File: src/rtl/vgachargen_console_writer_if.sv
// Byte-stream input and char_map write bus of the vgachargen console writer.
// VGACON_COLOR_EN adds the colour input and the col_map write bus.
interface vgachargen_console_writer_if #(
    parameter int ADDR_W = 10,
    parameter int COL_W  = 7,
    parameter int ROW_W  = 5
);
    logic              char_valid_i;
    logic              char_ready_o;
    logic [7:0]        char_data_i;
    logic [ADDR_W-1:0] char_map_addr_o;
    logic              char_map_we_o;
    logic [3:0]        char_map_be_o;
    logic [31:0]       char_map_wdata_o;
    logic              busy_o;
    logic [COL_W-1:0]  cursor_col_o;
    logic [ROW_W-1:0]  cursor_row_o;
`ifdef VGACON_COLOR_EN
    logic [7:0]        color_i;
    logic [ADDR_W-1:0] col_map_addr_o;
    logic              col_map_we_o;
    logic [3:0]        col_map_be_o;
    logic [31:0]       col_map_wdata_o;
`endif

    // slave: the console writer itself; master: the byte feeder / map consumer
    modport slave (
        input  char_valid_i, char_data_i,
`ifdef VGACON_COLOR_EN
        input  color_i,
        output col_map_addr_o, col_map_we_o, col_map_be_o, col_map_wdata_o,
`endif
        output char_ready_o, char_map_addr_o, char_map_we_o, char_map_be_o,
        output char_map_wdata_o, busy_o, cursor_col_o, cursor_row_o
    );

    modport master (
        output char_valid_i, char_data_i,
`ifdef VGACON_COLOR_EN
        output color_i,
        input  col_map_addr_o, col_map_we_o, col_map_be_o, col_map_wdata_o,
`endif
        input  char_ready_o, char_map_addr_o, char_map_we_o, char_map_be_o,
        input  char_map_wdata_o, busy_o, cursor_col_o, cursor_row_o
    );
endinterface

File: src/rtl/vgachargen_console_writer.sv
// Text-cursor console feeding the vgachargen char_map write port (CR/LF/BS/FF).
// Define VGACON_COLOR_EN to also drive the colour map in lockstep.
module vgachargen_console_writer #(
    parameter int         COLS      = 80,
    parameter int         ROWS      = 30,
    parameter int         ADDR_W    = 10,
    parameter logic [7:0] FILL_CHAR = 8'h20,
    parameter logic [7:0] DEF_COLOR = 8'h0F
) (
    input  logic clk_i,
    input  logic rst_i,
    vgachargen_console_writer_if.slave bus
);
    localparam int COL_W = $clog2(COLS);
    localparam int ROW_W = $clog2(ROWS);
    localparam int IDX_W = ADDR_W + 2;
    localparam logic [ADDR_W-1:0] LAST_WORD = ADDR_W'(COLS * ROWS / 4 - 1);

    typedef enum logic [1:0] {IDLE, WRITE, CLEAR} state_t;

    state_t            state;
    logic [COL_W-1:0]  col;
    logic [ROW_W-1:0]  row;
    logic [ADDR_W-1:0] addr;
    logic              we;
    logic [3:0]        be;
    logic [31:0]       wdata;
    logic              busy;

    logic              accept;
    logic              printable;
    logic [7:0]        din;
    logic [IDX_W-1:0]  idx;
    logic [ROW_W-1:0]  row_inc;

    assign din       = bus.char_data_i;
    assign bus.char_ready_o = (state == IDLE) && !rst_i;
    assign accept    = bus.char_valid_i && bus.char_ready_o;
    assign printable = din[7] || ((din >= 8'h20) && (din <= 8'h7E));
    // constant multiply: synthesises to a short shift-add tree
    assign idx       = IDX_W'(row) * IDX_W'(COLS) + IDX_W'(col);
    assign row_inc   = (row == ROW_W'(ROWS - 1)) ? '0 : row + 1'b1;

`ifdef VGACON_COLOR_EN
    logic [31:0] cwdata;
`endif

    always_ff @(posedge clk_i or posedge rst_i) begin
        if (rst_i) begin
            state <= IDLE;
            col   <= '0;
            row   <= '0;
            addr  <= '0;
            we    <= 1'b0;
            be    <= '0;
            wdata <= '0;
            busy  <= 1'b0;
`ifdef VGACON_COLOR_EN
            cwdata <= '0;
`endif
        end else begin
            case (state)
                IDLE: begin
                    we <= 1'b0;
                    if (accept) begin
                        if (printable) begin
                            state <= WRITE;
                            we    <= 1'b1;
                            addr  <= idx[IDX_W-1:2];
                            be    <= 4'b0001 << idx[1:0];
                            wdata <= {4{din}};
`ifdef VGACON_COLOR_EN
                            cwdata <= {4{bus.color_i}};
`endif
                            if (col == COL_W'(COLS - 1)) begin
                                col <= '0;
                                row <= row_inc;
                            end else begin
                                col <= col + 1'b1;
                            end
                        end else begin
                            case (din)
                                8'h0D: col <= '0;
                                8'h0A: begin
                                    col <= '0;
                                    row <= row_inc;
                                end
                                8'h08: if (col != '0) col <= col - 1'b1;
                                8'h0C: begin
                                    state <= CLEAR;
                                    busy  <= 1'b1;
                                    col   <= '0;
                                    row   <= '0;
                                    we    <= 1'b1;
                                    addr  <= '0;
                                    be    <= 4'hF;
                                    wdata <= {4{FILL_CHAR}};
`ifdef VGACON_COLOR_EN
                                    cwdata <= {4{DEF_COLOR}};
`endif
                                end
                                default: ;
                            endcase
                        end
                    end
                end
                WRITE: begin
                    state <= IDLE;
                    we    <= 1'b0;
                end
                CLEAR: begin
                    if (addr == LAST_WORD) begin
                        state <= IDLE;
                        busy  <= 1'b0;
                        we    <= 1'b0;
                    end else begin
                        addr <= addr + 1'b1;
                    end
                end
                default: begin
                    state <= IDLE;
                    we    <= 1'b0;
                    busy  <= 1'b0;
                end
            endcase
        end
    end

    assign bus.char_map_addr_o  = addr;
    assign bus.char_map_we_o    = we;
    assign bus.char_map_be_o    = be;
    assign bus.char_map_wdata_o = wdata;
    assign bus.busy_o           = busy;
    assign bus.cursor_col_o     = col;
    assign bus.cursor_row_o     = row;

`ifdef VGACON_COLOR_EN
    assign bus.col_map_addr_o  = addr;
    assign bus.col_map_we_o    = we;
    assign bus.col_map_be_o    = be;
    assign bus.col_map_wdata_o = cwdata;
`else
    // colour is not stored in this build
    logic unused_color;
    assign unused_color = ^DEF_COLOR;
`endif
endmodule

File: src/flat_wrapper.sv
// flat-port wrapper written by rule: the top's interface ports become plain ports
module vgachargen_console_writer_flat 
#(
    parameter int         COLS      = 80,
    parameter int         ROWS      = 30,
    parameter int         ADDR_W    = 10,
    parameter logic [7:0] FILL_CHAR = 8'h20,
    parameter logic [7:0] DEF_COLOR = 8'h0F
)
  (clk_i, rst_i, bus_char_valid_i, bus_char_data_i, bus_char_ready_o, bus_char_map_addr_o, bus_char_map_we_o, bus_char_map_be_o, bus_char_map_wdata_o, bus_busy_o, bus_cursor_col_o, bus_cursor_row_o);
  vgachargen_console_writer_if #(.ADDR_W(ADDR_W), .COL_W(7), .ROW_W(5)) bus_i ();
  input  logic clk_i;
  input  logic rst_i;
  input wire logic [$bits(bus_i.char_valid_i)-1:0] bus_char_valid_i;
  input wire logic [$bits(bus_i.char_data_i)-1:0] bus_char_data_i;
  output wire logic [$bits(bus_i.char_ready_o)-1:0] bus_char_ready_o;
  output wire logic [$bits(bus_i.char_map_addr_o)-1:0] bus_char_map_addr_o;
  output wire logic [$bits(bus_i.char_map_we_o)-1:0] bus_char_map_we_o;
  output wire logic [$bits(bus_i.char_map_be_o)-1:0] bus_char_map_be_o;
  output wire logic [$bits(bus_i.char_map_wdata_o)-1:0] bus_char_map_wdata_o;
  output wire logic [$bits(bus_i.busy_o)-1:0] bus_busy_o;
  output wire logic [$bits(bus_i.cursor_col_o)-1:0] bus_cursor_col_o;
  output wire logic [$bits(bus_i.cursor_row_o)-1:0] bus_cursor_row_o;
  assign bus_i.char_valid_i = bus_char_valid_i;
  assign bus_i.char_data_i = bus_char_data_i;
  assign bus_char_ready_o = bus_i.char_ready_o;
  assign bus_char_map_addr_o = bus_i.char_map_addr_o;
  assign bus_char_map_we_o = bus_i.char_map_we_o;
  assign bus_char_map_be_o = bus_i.char_map_be_o;
  assign bus_char_map_wdata_o = bus_i.char_map_wdata_o;
  assign bus_busy_o = bus_i.busy_o;
  assign bus_cursor_col_o = bus_i.cursor_col_o;
  assign bus_cursor_row_o = bus_i.cursor_row_o;
  vgachargen_console_writer #(.COLS(COLS), .ROWS(ROWS), .ADDR_W(ADDR_W), .FILL_CHAR(FILL_CHAR), .DEF_COLOR(DEF_COLOR)) u_core (.clk_i(clk_i), .rst_i(rst_i), .bus(bus_i));
endmodule
File: config.mk
export PLATFORM = sky130hd
export DESIGN_NAME = vgachargen_console_writer_flat
export DESIGN_NICKNAME = d
export VERILOG_FILES = /design/src/rtl/vgachargen_console_writer_if.sv /design/src/rtl/vgachargen_console_writer.sv /design/src/flat_wrapper.sv
export SDC_FILE = /design/constraint.sdc
export NUM_CORES = 1
export LEC_CHECK = 0
export ABC_AREA = 0
export BUFFER_PORTS_ARGS = -buffer_cell sky130_fd_sc_hd__buf_2
export CORE_MARGIN = 2
export CORE_UTILIZATION = 54
export DETAILED_ROUTE_END_ITERATION = 12
export GPL_TIMING_DRIVEN = 1
export PLACE_DENSITY = 0.82
export RECOVER_POWER = 100
export SYNTH_ARGS = -nofsm -noshare
export SYNTH_HDL_FRONTEND = slang
export SYNTH_SLANG_ARGS = --single-unit
export TNS_END_PERCENT = 100
File: constraint.sdc
create_clock -name clk_i -period 3 [get_ports clk_i]
set_input_delay 0.6 -clock clk_i [delete_from_list [all_inputs] [get_ports clk_i]]
set_output_delay 0.6 -clock clk_i [all_outputs]
set_load 0.05 [all_outputs]
==> run metrics <==
antenna violations before repair=0; endpoint type of the worst setup path=flip-flop; Post-Synth Adder-Cell Area=approximately 8.4%; Req. time, crit path=between 3 and 4 ns; Post-Route Utilization=between 60% and 70%; flops & latches, synth=38; Synth async-reset ratio=between 90% and 100%; dpl hpwl=5.14 mm; area leader, netlist=dfrtp_1; Startpoint Class=input pin; Buf/Inv on CP=1; crit path cell chain=clkbuf_1, or4b_1, nor3_2, o21ai_0, or2_4, a211o_1; hold violation count in the final report=0; Leak Pwr=1.28 nW; leading cell types by count after synthesis=dfrtp_1 (38), buf_4 (24), nand2_1 (19); Max Clock Freq=370 MHz; top area cells in the synthesized netlist=dfrtp_1 (33%), ha_1 (7.0%), buf_4 (6.3%); Layout Nets=~380; worst reg2reg endpoint=u_core.bus.cursor_col_o[1]$_DFFE_PP0P_; GP Congestion=0.955; RSZ-0062 raised after global routing=false; ANT nets after route=0; GRT Util Overall=23.4%; Die Width=between 70 and 80 um; DRT Pass-1 Iters=4; CP Launch Point=bus_char_data_i[6]; Final Setup Violations=0; delay-heaviest family, CP=simple AND/OR/NAND/NOR gates; Worst R2R Setup Slack=0.43 ns; cts repair resizes=0; clock-pin slew on the worst setup and hold paths=approximately 0.070 ns; max-cap check violation count=1; Max Slew Vio Count=39; Final WS setup=0.295 ns; CTS root buffer=clkbuf_8; CTS buffer count=5; WP data arrival=roughly 2.9 ns; Area growth syn-to-layout=8.71%; crit path time final=2.71 ns; Worst Path Max Fanout=9; yosys warns=0; total power=about 2.9 mW; Starting Density=a little under three fifths; Synth Area in Compound Gates=between 20% and 30%; syn_nets=approximately 330; Period Utilization, post-route=90.2%; gr ovfl total=0; Reg power frac=30.2%; die height=roughly 77 um; Cell Int Power=around 1.3 mW; Seq/Total Area, Yosys=33.3%; FF/Latch Area=951 sq um; Worst Reg2Reg Path Length in Cells=7; Avg WL per Cell=16.2 um; core area=just over 0.005 sq mm; IO Pins=72; Hold Buf Count CTS=0; area of the multi-input gates=around 0.0016 sq mm; number of global-route vias before repair=~2200; Pwr Density=around 950 mW/mm^2; Worst path depth=6; Vias=2541; Combinational Power Share=a little under three fifths; pre-CTS WS=0.334 ns; post-synthesis mux area share=roughly 1.5%; Clock Latency Late Sink=approximately 0.29 ns; Via density=6.04; Slowest cell on crit path=or4b_1; H-tree depth=2; mean area per synthesized cell=approximately 9.6 sq um; share of the synthesized area in the top cell type=33.3%; failing checks=max-capacitance violations, max-slew violations; Hold Path Class=reg -> reg; CP peak stage delay=approximately 0.65 ns; Port Buffers=71; # fillers=approximately 480; sw frac=56.9%; CP endpoint=u_core.bus.cursor_row_o[3]$_DFFE_PP0P_; most numerous cell in the Yosys netlist=dfrtp_1; WS Path Type=in -> reg; Psw=1.67 mW; Worst-Margin Slew=about 2 ns; clk sinks=38; Final Routed Wirelength=about 7 mm; clock tree buffer depth=2; number of synthesized flops with an enable pin=0; Clock power frac=12.4%; area of the mapped netlist=between 0.002 and 0.003 sq mm; Worst Skew=around 0.0053 ns; Final TNS setup=0 ns; postcts setup bufs=0; Post-Synth Simple-Gate Area=approximately a fifth; DR iter-0 viols=approximately 240; Syn Inst Count=approximately 300; DRC Markers=0; CTS tree=built; row cnt=26; Rel. slew slack=-33.8%; Yosys cell types=66; Reg2Reg Launch Point=u_core.bus.cursor_col_o[0]$_DFFE_PP0P_; first-pass GRT wire length=about 11 mm; share of layout cells above drive strength 1=about a tenth; diode count=0; largest net degree at the start of global routing=39; status=complete, but fails checks; Worst VDD drop=roughly 0.42 mV; largest family of logic cells by synthesized area=compound AO/OA/AOI/OAI gates; die area=0.00589 sq mm; ys flop type=dfrtp_1; Post-Synth XOR/XNOR Area=about 3.3%
## flip-flops by register name, indices dropped and copies added (netlist names)
name	flops
u_core.bus.char_map_addr_o	10
u_core.bus.char_map_wdata_o	8
u_core.bus.cursor_col_o	7
u_core.bus.cursor_row_o	5
u_core.bus.char_map_be_o	4
u_core.state	2
u_core.bus.busy_o	1
u_core.bus.char_map_we_o	1
## per-layer routing
metal | GRT usage [%] | vias up | wire length, um
li1 | - | 1210 | -
met1 | 34.6 | 1201 | 3000
met2 | 36.0 | 121 | 3260
met3 | 3.06 | 9 | 512
met4 | 6.36 | 0 | 58
met5 | 0 | - | 0
## worst min path at each step
stage                                         startpoint                                        end  cells past startpoint
floorplan                    u_core.state[1]$_DFFE_PP0P_              u_core.bus.busy_o$_DFFE_PP0P_                      2
global placement           u_core.bus.busy_o$_DFFE_PP0P_              u_core.bus.busy_o$_DFFE_PP0P_                      1
detailed placement         u_core.bus.busy_o$_DFFE_PP0P_              u_core.bus.busy_o$_DFFE_PP0P_                      1
CTS                                                rst_i  u_core.bus.char_map_addr_o[8]$_DFFE_PP0P_                      3
global route               u_core.bus.busy_o$_DFFE_PP0P_              u_core.bus.busy_o$_DFFE_PP0P_                      1
finish              u_core.bus.char_map_we_o$_DFFE_PP0P_       u_core.bus.char_map_we_o$_DFFE_PP0P_                      2
## through the flow
stage	instance area (sq um)	hold slack, ns	instances
after floorplan	2860	0.583	297
after global placement	3130	0.472	413
after detailed placement	3130	0.476	413
after CTS	3220	0.449	421
after global routing	3110	0.511	421
final	3110	0.485	421
## placed cells by master, fill, tap and decap left out, drive strengths merged, types with 7 or more instances in the layout
| master | n |
|---|---|
| a22o | 10 |
| a22oi | 8 |
| buf | 14 |
| clkbuf | 72 |
| dfrtp | 38 |
| ha | 16 |
| inv | 16 |
| nand2 | 20 |
| nand3 | 7 |
| nor2 | 11 |
| nor3 | 9 |
| nor4 | 11 |
| o21ai | 17 |
| or3 | 9 |
## cells by family (layout without fill, tap and decap cells)
family,count (synthesis),count (layout)
compound gates,90,90
xor+xnor,9,9
fa+ha+maj,18,18
buf+inv,50,104
flops,38,38
mux,4,4
simple gates,88,88
## final cells by class
type                            count  share of cell area, %
Clock buffer                        7                   2.78
Timing Repair Buffer               79                   10.6
Clock inverter                      1                  0.161
Multi-Input combinational cell    209                   51.0
Tap cell                           70                   2.82
Inverter                           17                   2.05
Sequential cell                    38                   30.6
## worst register-to-register path, cell delays in order, from the launching register on
cell     delay, ns
dfrtp_1       0.43
inv_1         0.14
ha_1          0.24
or3b_2        0.50
or3_1         0.41
o21ai_2       0.27
a21oi_1       0.17
mux2_2        0.29
## power groups by stage
stage,clock network [mW],registers (mW),logic (mW)
floorplan,0,1.38,0.933
global placement,0,0.879,1.73
detailed placement,0,0.884,1.75
CTS,0.371,0.878,1.76
global route,0.395,0.915,1.80
finish,0.364,0.888,1.69
No activity file was read; power rests on OpenSTA's default activity.
